<file path="config.mk">
export PLATFORM = sky130hd
export DESIGN_NAME = aclock_multi_alarm
export DESIGN_NICKNAME = d
export VERILOG_FILES = /design/src/rtl/aclock_multi_alarm.sv
export SDC_FILE = /design/constraint.sdc
export NUM_CORES = 1
export LEC_CHECK = 0
export BUFFER_PORTS_ARGS = -buffer_cell sky130_fd_sc_hd__buf_2
export CORE_MARGIN = 1
export CORE_UTILIZATION = 50
export DETAILED_ROUTE_END_ITERATION = 7
export PLACE_DENSITY_LB_ADDON = 0.25
export SKIP_LAST_GASP = 1
export SYNTH_ARGS = -nofsm -noshare
export SYNTH_HDL_FRONTEND = slang
export SYNTH_SLANG_ARGS = --single-unit
</file>
<file path="constraint.sdc">
create_clock -name clk_1s -period 9.8 [get_ports clk_1s]
set_input_delay 0.98 -clock clk_1s [delete_from_list [all_inputs] [get_ports clk_1s]]
set_output_delay 0.98 -clock clk_1s [all_outputs]
set_load 0.1 [all_outputs]
</file>
<file path="src/rtl/aclock_multi_alarm.sv">
// -----------------------------------------------------------------------------
// aclock_multi_alarm
//   24-hour real-time clock with N_ALARMS programmable alarm slots, snooze and
//   ring timeout. One second elapses per rising edge of clk_1s.
//
//   Ports
//     clk_1s     1 Hz tick clock, every rising edge is one second
//     reset      asynchronous, active-high; clears time, slots and FSM
//     ld_time    load hh:mm from h_in*/m_in*, seconds become 00
//     ld_alarm   load slot alarm_sel with hh:mm from h_in*/m_in*
//     alarm_sel  slot index written by ld_alarm
//     h_in1/h_in0/m_in1/m_in0  BCD hour/minute digits for both loads
//     al_en      per-slot alarm enable
//     stop_al    stop ringing or snoozing, back to idle
//     snooze     while ringing: silence, re-ring after SNOOZE_SEC seconds
//     h_out1..s_out0  BCD digits of the current time (decoded from counters)
//     alarm      buzzer, high while ringing
//     alarm_id   slot that caused the current ring/snooze (held in idle)
//     snoozing   high while snoozing
//     load_err   one-cycle pulse after a rejected ld_time/ld_alarm
//
//   A rejected load leaves the time and the slots untouched by that load; the
//   clock itself keeps running. ld_time and ld_alarm share the input digits
//   and are accepted independently of each other.
// -----------------------------------------------------------------------------
module aclock_multi_alarm #(
  parameter int N_ALARMS   = 4,
  parameter int AW         = 2,
  parameter int SNOOZE_SEC = 300,
  parameter int RING_SEC   = 60
) (
  input  logic                clk_1s,
  input  logic                reset,
  input  logic                ld_time,
  input  logic                ld_alarm,
  input  logic [AW-1:0]       alarm_sel,
  input  logic [1:0]          h_in1,
  input  logic [3:0]          h_in0,
  input  logic [3:0]          m_in1,
  input  logic [3:0]          m_in0,
  input  logic [N_ALARMS-1:0] al_en,
  input  logic                stop_al,
  input  logic                snooze,
  output logic [1:0]          h_out1,
  output logic [3:0]          h_out0,
  output logic [3:0]          m_out1,
  output logic [3:0]          m_out0,
  output logic [3:0]          s_out1,
  output logic [3:0]          s_out0,
  output logic                alarm,
  output logic [AW-1:0]       alarm_id,
  output logic                snoozing,
  output logic                load_err
);

  typedef enum logic [1:0] {
    ST_IDLE   = 2'd0,
    ST_RING   = 2'd1,
    ST_SNOOZE = 2'd2
  } state_t;

  localparam logic [11:0] RING_LAST = 12'(RING_SEC - 1);
  localparam logic [11:0] SNZ_LOAD  = 12'(SNOOZE_SEC - 1);

  // Two BCD digits to binary; only meaningful for in-range digits.
  function automatic logic [5:0] to_bin(input logic [3:0] tens, input logic [3:0] units);
    return (6'(tens) * 6'd10) + 6'(units);
  endfunction

  // Input digits form a legal 24-hour hh:mm.
  function automatic logic digits_ok(input logic [1:0] h1, input logic [3:0] h0,
                                     input logic [3:0] m1, input logic [3:0] m0);
    return (h1 <= 2'd2) && (h0 <= 4'd9) && (to_bin({2'b00, h1}, h0) <= 6'd23) &&
           (m1 <= 4'd5) && (m0 <= 4'd9);
  endfunction

  // Tens digit of a 0..59 binary value.
  function automatic logic [3:0] bcd_tens(input logic [5:0] v);
    logic [3:0] t;
    logic [5:0] r;
    t = 4'd0;
    r = v;
    for (int i = 0; i < 5; i++) begin
      if (r >= 6'd10) begin
        r = r - 6'd10;
        t = t + 4'd1;
      end
    end
    return t;
  endfunction

  // Units digit of a 0..59 binary value.
  function automatic logic [3:0] bcd_units(input logic [5:0] v);
    logic [5:0] r;
    r = v - (6'(bcd_tens(v)) * 6'd10);
    return r[3:0];
  endfunction

  logic [5:0]          sec_r, min_r, hour_r;
  logic [5:0]          sec_nx_s, min_nx_s, hour_nx_s;
  logic [5:0]          slot_h_r [N_ALARMS];
  logic [5:0]          slot_m_r [N_ALARMS];
  state_t              state_r, state_nx_s;
  logic [AW-1:0]       alarm_id_r, alarm_id_nx_s;
  logic [11:0]         ring_cnt_r, ring_cnt_nx_s;
  logic [11:0]         snz_cnt_r, snz_cnt_nx_s;
  logic                load_err_r;

  logic                digits_ok_s, sel_ok_s;
  logic                time_ld_ok_s, alarm_ld_ok_s, load_err_nx_s;
  logic [5:0]          in_hour_s, in_min_s;
  logic [N_ALARMS-1:0] match_s;
  logic                hit_s;
  logic [AW-1:0]       hit_id_s;
  logic                id_en_s;

  assign digits_ok_s   = digits_ok(h_in1, h_in0, m_in1, m_in0);
  assign sel_ok_s      = ({{(32-AW){1'b0}}, alarm_sel} < 32'(N_ALARMS));
  assign time_ld_ok_s  = ld_time & digits_ok_s;
  assign alarm_ld_ok_s = ld_alarm & digits_ok_s & sel_ok_s;
  assign load_err_nx_s = (ld_time & ~digits_ok_s) | (ld_alarm & ~(digits_ok_s & sel_ok_s));
  assign in_hour_s     = to_bin({2'b00, h_in1}, h_in0);
  assign in_min_s      = to_bin(m_in1, m_in0);

  // Next time value: a valid ld_time replaces the increment for that edge.
  always_comb begin
    sec_nx_s  = sec_r;
    min_nx_s  = min_r;
    hour_nx_s = hour_r;
    if (time_ld_ok_s) begin
      sec_nx_s  = 6'd0;
      min_nx_s  = in_min_s;
      hour_nx_s = in_hour_s;
    end else if (sec_r == 6'd59) begin
      sec_nx_s = 6'd0;
      if (min_r == 6'd59) begin
        min_nx_s  = 6'd0;
        hour_nx_s = (hour_r == 6'd23) ? 6'd0 : hour_r + 6'd1;
      end else begin
        min_nx_s = min_r + 6'd1;
      end
    end else begin
      sec_nx_s = sec_r + 6'd1;
    end
  end

  // Slots are compared against the time about to be shown, so the alarm
  // rises on the same edge the display reaches hh:mm:00.
  always_comb begin
    match_s = {N_ALARMS{1'b0}};
    for (int k = 0; k < N_ALARMS; k++) begin
      match_s[k] = al_en[k] && (slot_h_r[k] == hour_nx_s) &&
                   (slot_m_r[k] == min_nx_s) && (sec_nx_s == 6'd0);
    end
  end

  // Lowest-numbered matching slot wins; scan from the top so it is written last.
  always_comb begin
    hit_s    = 1'b0;
    hit_id_s = {AW{1'b0}};
    for (int k = N_ALARMS - 1; k >= 0; k--) begin
      if (match_s[k]) begin
        hit_s    = 1'b1;
        hit_id_s = AW'(k);
      end else begin
        hit_s    = hit_s;
        hit_id_s = hit_id_s;
      end
    end
  end

  // Enable bit of the slot currently ringing or snoozing.
  always_comb begin
    id_en_s = 1'b0;
    for (int k = 0; k < N_ALARMS; k++) begin
      if (AW'(k) == alarm_id_r) begin
        id_en_s = al_en[k];
      end else begin
        id_en_s = id_en_s;
      end
    end
  end

  // Alarm FSM next state; counters only move in the state that owns them.
  always_comb begin
    state_nx_s    = state_r;
    alarm_id_nx_s = alarm_id_r;
    ring_cnt_nx_s = ring_cnt_r;
    snz_cnt_nx_s  = snz_cnt_r;
    case (state_r)
      ST_IDLE: begin
        if (hit_s) begin
          state_nx_s    = ST_RING;
          alarm_id_nx_s = hit_id_s;
          ring_cnt_nx_s = 12'd0;
        end else begin
          state_nx_s = ST_IDLE;
        end
      end
      ST_RING: begin
        if (stop_al) begin
          state_nx_s = ST_IDLE;
        end else if (!id_en_s) begin
          state_nx_s = ST_IDLE;
        end else if (snooze) begin
          state_nx_s   = ST_SNOOZE;
          snz_cnt_nx_s = SNZ_LOAD;
        end else if (ring_cnt_r == RING_LAST) begin
          state_nx_s = ST_IDLE;
        end else begin
          ring_cnt_nx_s = ring_cnt_r + 12'd1;
        end
      end
      ST_SNOOZE: begin
        if (stop_al || !id_en_s) begin
          state_nx_s = ST_IDLE;
        end else if (snz_cnt_r == 12'd0) begin
          state_nx_s    = ST_RING;
          ring_cnt_nx_s = 12'd0;
        end else begin
          snz_cnt_nx_s = snz_cnt_r - 12'd1;
        end
      end
      default: begin
        state_nx_s = ST_IDLE;
      end
    endcase
  end

  // Time counters and load error pulse.
  always_ff @(posedge clk_1s or posedge reset) begin
    if (reset) begin
      sec_r      <= 6'd0;
      min_r      <= 6'd0;
      hour_r     <= 6'd0;
      load_err_r <= 1'b0;
    end else begin
      sec_r      <= sec_nx_s;
      min_r      <= min_nx_s;
      hour_r     <= hour_nx_s;
      load_err_r <= load_err_nx_s;
    end
  end

  // Alarm slot storage.
  always_ff @(posedge clk_1s or posedge reset) begin
    if (reset) begin
      for (int k = 0; k < N_ALARMS; k++) begin
        slot_h_r[k] <= 6'd0;
        slot_m_r[k] <= 6'd0;
      end
    end else begin
      for (int k = 0; k < N_ALARMS; k++) begin
        if (alarm_ld_ok_s && (alarm_sel == AW'(k))) begin
          slot_h_r[k] <= in_hour_s;
          slot_m_r[k] <= in_min_s;
        end
      end
    end
  end

  // Alarm FSM state and counters.
  always_ff @(posedge clk_1s or posedge reset) begin
    if (reset) begin
      state_r    <= ST_IDLE;
      alarm_id_r <= {AW{1'b0}};
      ring_cnt_r <= 12'd0;
      snz_cnt_r  <= 12'd0;
    end else begin
      state_r    <= state_nx_s;
      alarm_id_r <= alarm_id_nx_s;
      ring_cnt_r <= ring_cnt_nx_s;
      snz_cnt_r  <= snz_cnt_nx_s;
    end
  end

  assign h_out1   = 2'(bcd_tens(hour_r));
  assign h_out0   = bcd_units(hour_r);
  assign m_out1   = bcd_tens(min_r);
  assign m_out0   = bcd_units(min_r);
  assign s_out1   = bcd_tens(sec_r);
  assign s_out0   = bcd_units(sec_r);
  assign alarm    = (state_r == ST_RING);
  assign snoozing = (state_r == ST_SNOOZE);
  assign alarm_id = alarm_id_r;
  assign load_err = load_err_r;

endmodule

</file>
==> out/qor.yml <==
cp.required_ps: 8820
cts_tree: "built"
drive_gt1_frac: 0.145
crit_arrival_ps: 7980
synth-edff-count: 0
hold_path.class: "flip-flop to flip-flop"
area_delta_synth_final_pct: 8.05
clock_tree.root_cell: "clkbuf_16"
wl_um: 18900
nets: 1098
timing_worst_setup_path_type: "flip-flop to output port"
ioPinCount: 53
num_antenna_cells: 0
clock_latency_ps: 350
max_stage_delay_ps: 520
avgRoutedWirePerCell_um: 15.1
yosysUniqueCellTypes: 88
end_kind: "output port"
port_buffers: 52
start_util: 0.510
cp_top_family: "compound AO/OA/AOI/OAI gates"
avgSynthCellArea_um2: 8.49
numCtsBuffers: 9
drt.antenna.violating_nets: 0
post-dp-hpwl_um: 14200
synth-seq-cells: 95
ff2ff_setup_slack_ps: 5480
num_rows: 47
via_per_inst: 5.75
drt_iter0_markers: 525
rsz0062_at_grt: "no"
period_share: 0.914
async_flop_share: 1.00
worst_setup_path_start_kind: "flip-flop"
synth.area.top_cells: "dfrtp_1 (28%), ha_1 (7.0%), mux2_2 (5.5%), xnor2_1 (5.1%), nand2_1 (4.4%)"
overflow: 0
synth_largest_area_cell: "dfrtp_1"
first_pass_iters: 7
fin_crit_ps: 8960
htreeDepth: 3
drv_slew: 0
grt_use_total: 0.222
cpMaxStageDelayCell: "dfrtp_1"
grt_pass1_wl_um: 31900
outcome: "finished clean"
yosysTopAreaCellShare: 0.282
fmax_mhz: 112
cts.sinks: 95
skew_ps: 9.30
core_area_um2: 16500
dieArea_um2: 17400
path_buf_inv: 4
critPathMaxFanout: 14
synth-seq-area-share: 0.282
finalHoldViolCount: 0
clk_pin_slew_worst_paths_ps: 70
setup_violations: 0
synth_commonest_cells: "nand2_1 (99), dfrtp_1 (95), nor2_1 (71)"
gp_congestion: 0.955
synth_flop_cell: "dfrtp_1"
yosysMostFrequentCell: "nand2_1"
ys_warn_count: 0
num_vias: 7160
antenna_found_initial: 0
postCtsSetupBuffers: 0
tightest_slew_ps: 974
cap_violations: 0
synth_nets: 1070
synthCells: 992
relSlewSlack: 0.351
grt_pass1_vias: 6751
tns_ps: 0
grt_max_degree: 77
netlist_area_um2: 8420
drc: 0
die_h_um: 132
fp.dieW_um: 132
clock_path_buffers: 2
final_util: 0.551
-- per-layer routing --
| layer | global-route usage | wire [um] | up-vias |
|---|---|---|---|
| met5 | 0 | 0 | - |
| met4 | 0.0950 | 556 | 0 |
| met3 | 0.0227 | 640 | 42 |
| met2 | 0.368 | 8680 | 156 |
| met1 | 0.296 | 8980 | 3332 |
| li1 | - | - | 3630 |
-- cells in the final DEF (no fill, tap or decap), types with 7 or more instances in the layout --
cell type / synthesis / routed
clkbuf_16: 0 / 9
or2_2: 12 / 12
o2111ai_1: 9 / 9
nand4_1: 11 / 11
a31oi_1: 8 / 8
nor2_1: 71 / 71
o21ai_0: 67 / 67
a21oi_1: 46 / 46
nand2b_1: 15 / 15
nand3_1: 25 / 25
dfrtp_1: 95 / 95
a211oi_1: 8 / 8
o31ai_1: 8 / 8
nor4_1: 12 / 12
xnor2_1: 49 / 49
nand2_1: 99 / 99
ha_1: 47 / 47
o21a_1: 13 / 13
nor3_1: 34 / 33
mux2i_1: 16 / 16
or3_1: 7 / 7
inv_1: 57 / 56
nor2b_1: 16 / 16
buf_2: 12 / 51
o2bb2ai_1: 10 / 10
xor2_1: 33 / 33
and2_1: 13 / 13
mux2_2: 41 / 41
-- state kept, by name (all words and copies together) (netlist names) --
signal      cells
min_r           6
state_r         2
alarm_id        2
slot_h_r       24
load_err        1
slot_m_r       24
ring_cnt_r     12
snz_cnt_r      12
sec_r           6
hour_r          6
-- path summary, 6_finish.rpt --
check | from | endpoint | cells past startpoint
worst max-delay path | sec_r[2] | s_out0[3] | 32
worst min-delay path | snz_cnt_r[10] | snz_cnt_r[10] | 1
worst max register to register | sec_r[3] | ring_cnt_r[0] | 11
worst min register to register | snz_cnt_r[10] | snz_cnt_r[10] | 1
max in group asynchronous | reset | slot_h_r[19] | 3
min in group asynchronous | reset | ring_cnt_r[9] | 2
-- cells by family after synthesis --
group | share of synthesized area
simple gates | 0.207
xor+xnor | 0.0937
flops | 0.282
buf+inv | 0.0503
fa+ha+maj | 0.0817
mux | 0.0830
compound gates | 0.202
-- through the flow --
step | setup slack, ps | area, um2 | std cells | hold WS, ps
after floorplan | 55.2 | 8420 | 992 | 458
after global placement | 1420 | 8800 | 1229 | 483
after detailed placement | 1200 | 8800 | 1229 | 489
after CTS | 812 | 9100 | 1245 | 499
after global routing | 70.0 | 9100 | 1245 | 511
final | 840 | 9100 | 1245 | 502
-- layout make-up --
type | count | area [um2]
tap | 220 | 275
fill | 1506 | 7420
clock inverter | 7 | 72.6
inverter | 59 | 224
clock buffer | 9 | 225
sequential | 95 | 2380
timing repair buffer | 57 | 300
multi-input combinational | 798 | 5630
-- what timing repair did --
action,in CTS,in global routing
endpoints found under the setup margin,0,1
resized for setup,0,1
hold buffers,0,0
Power is left out: the tool's default activity adds up to more than one toggle a clock period on the data nets, which glitch-free logic cannot reach.
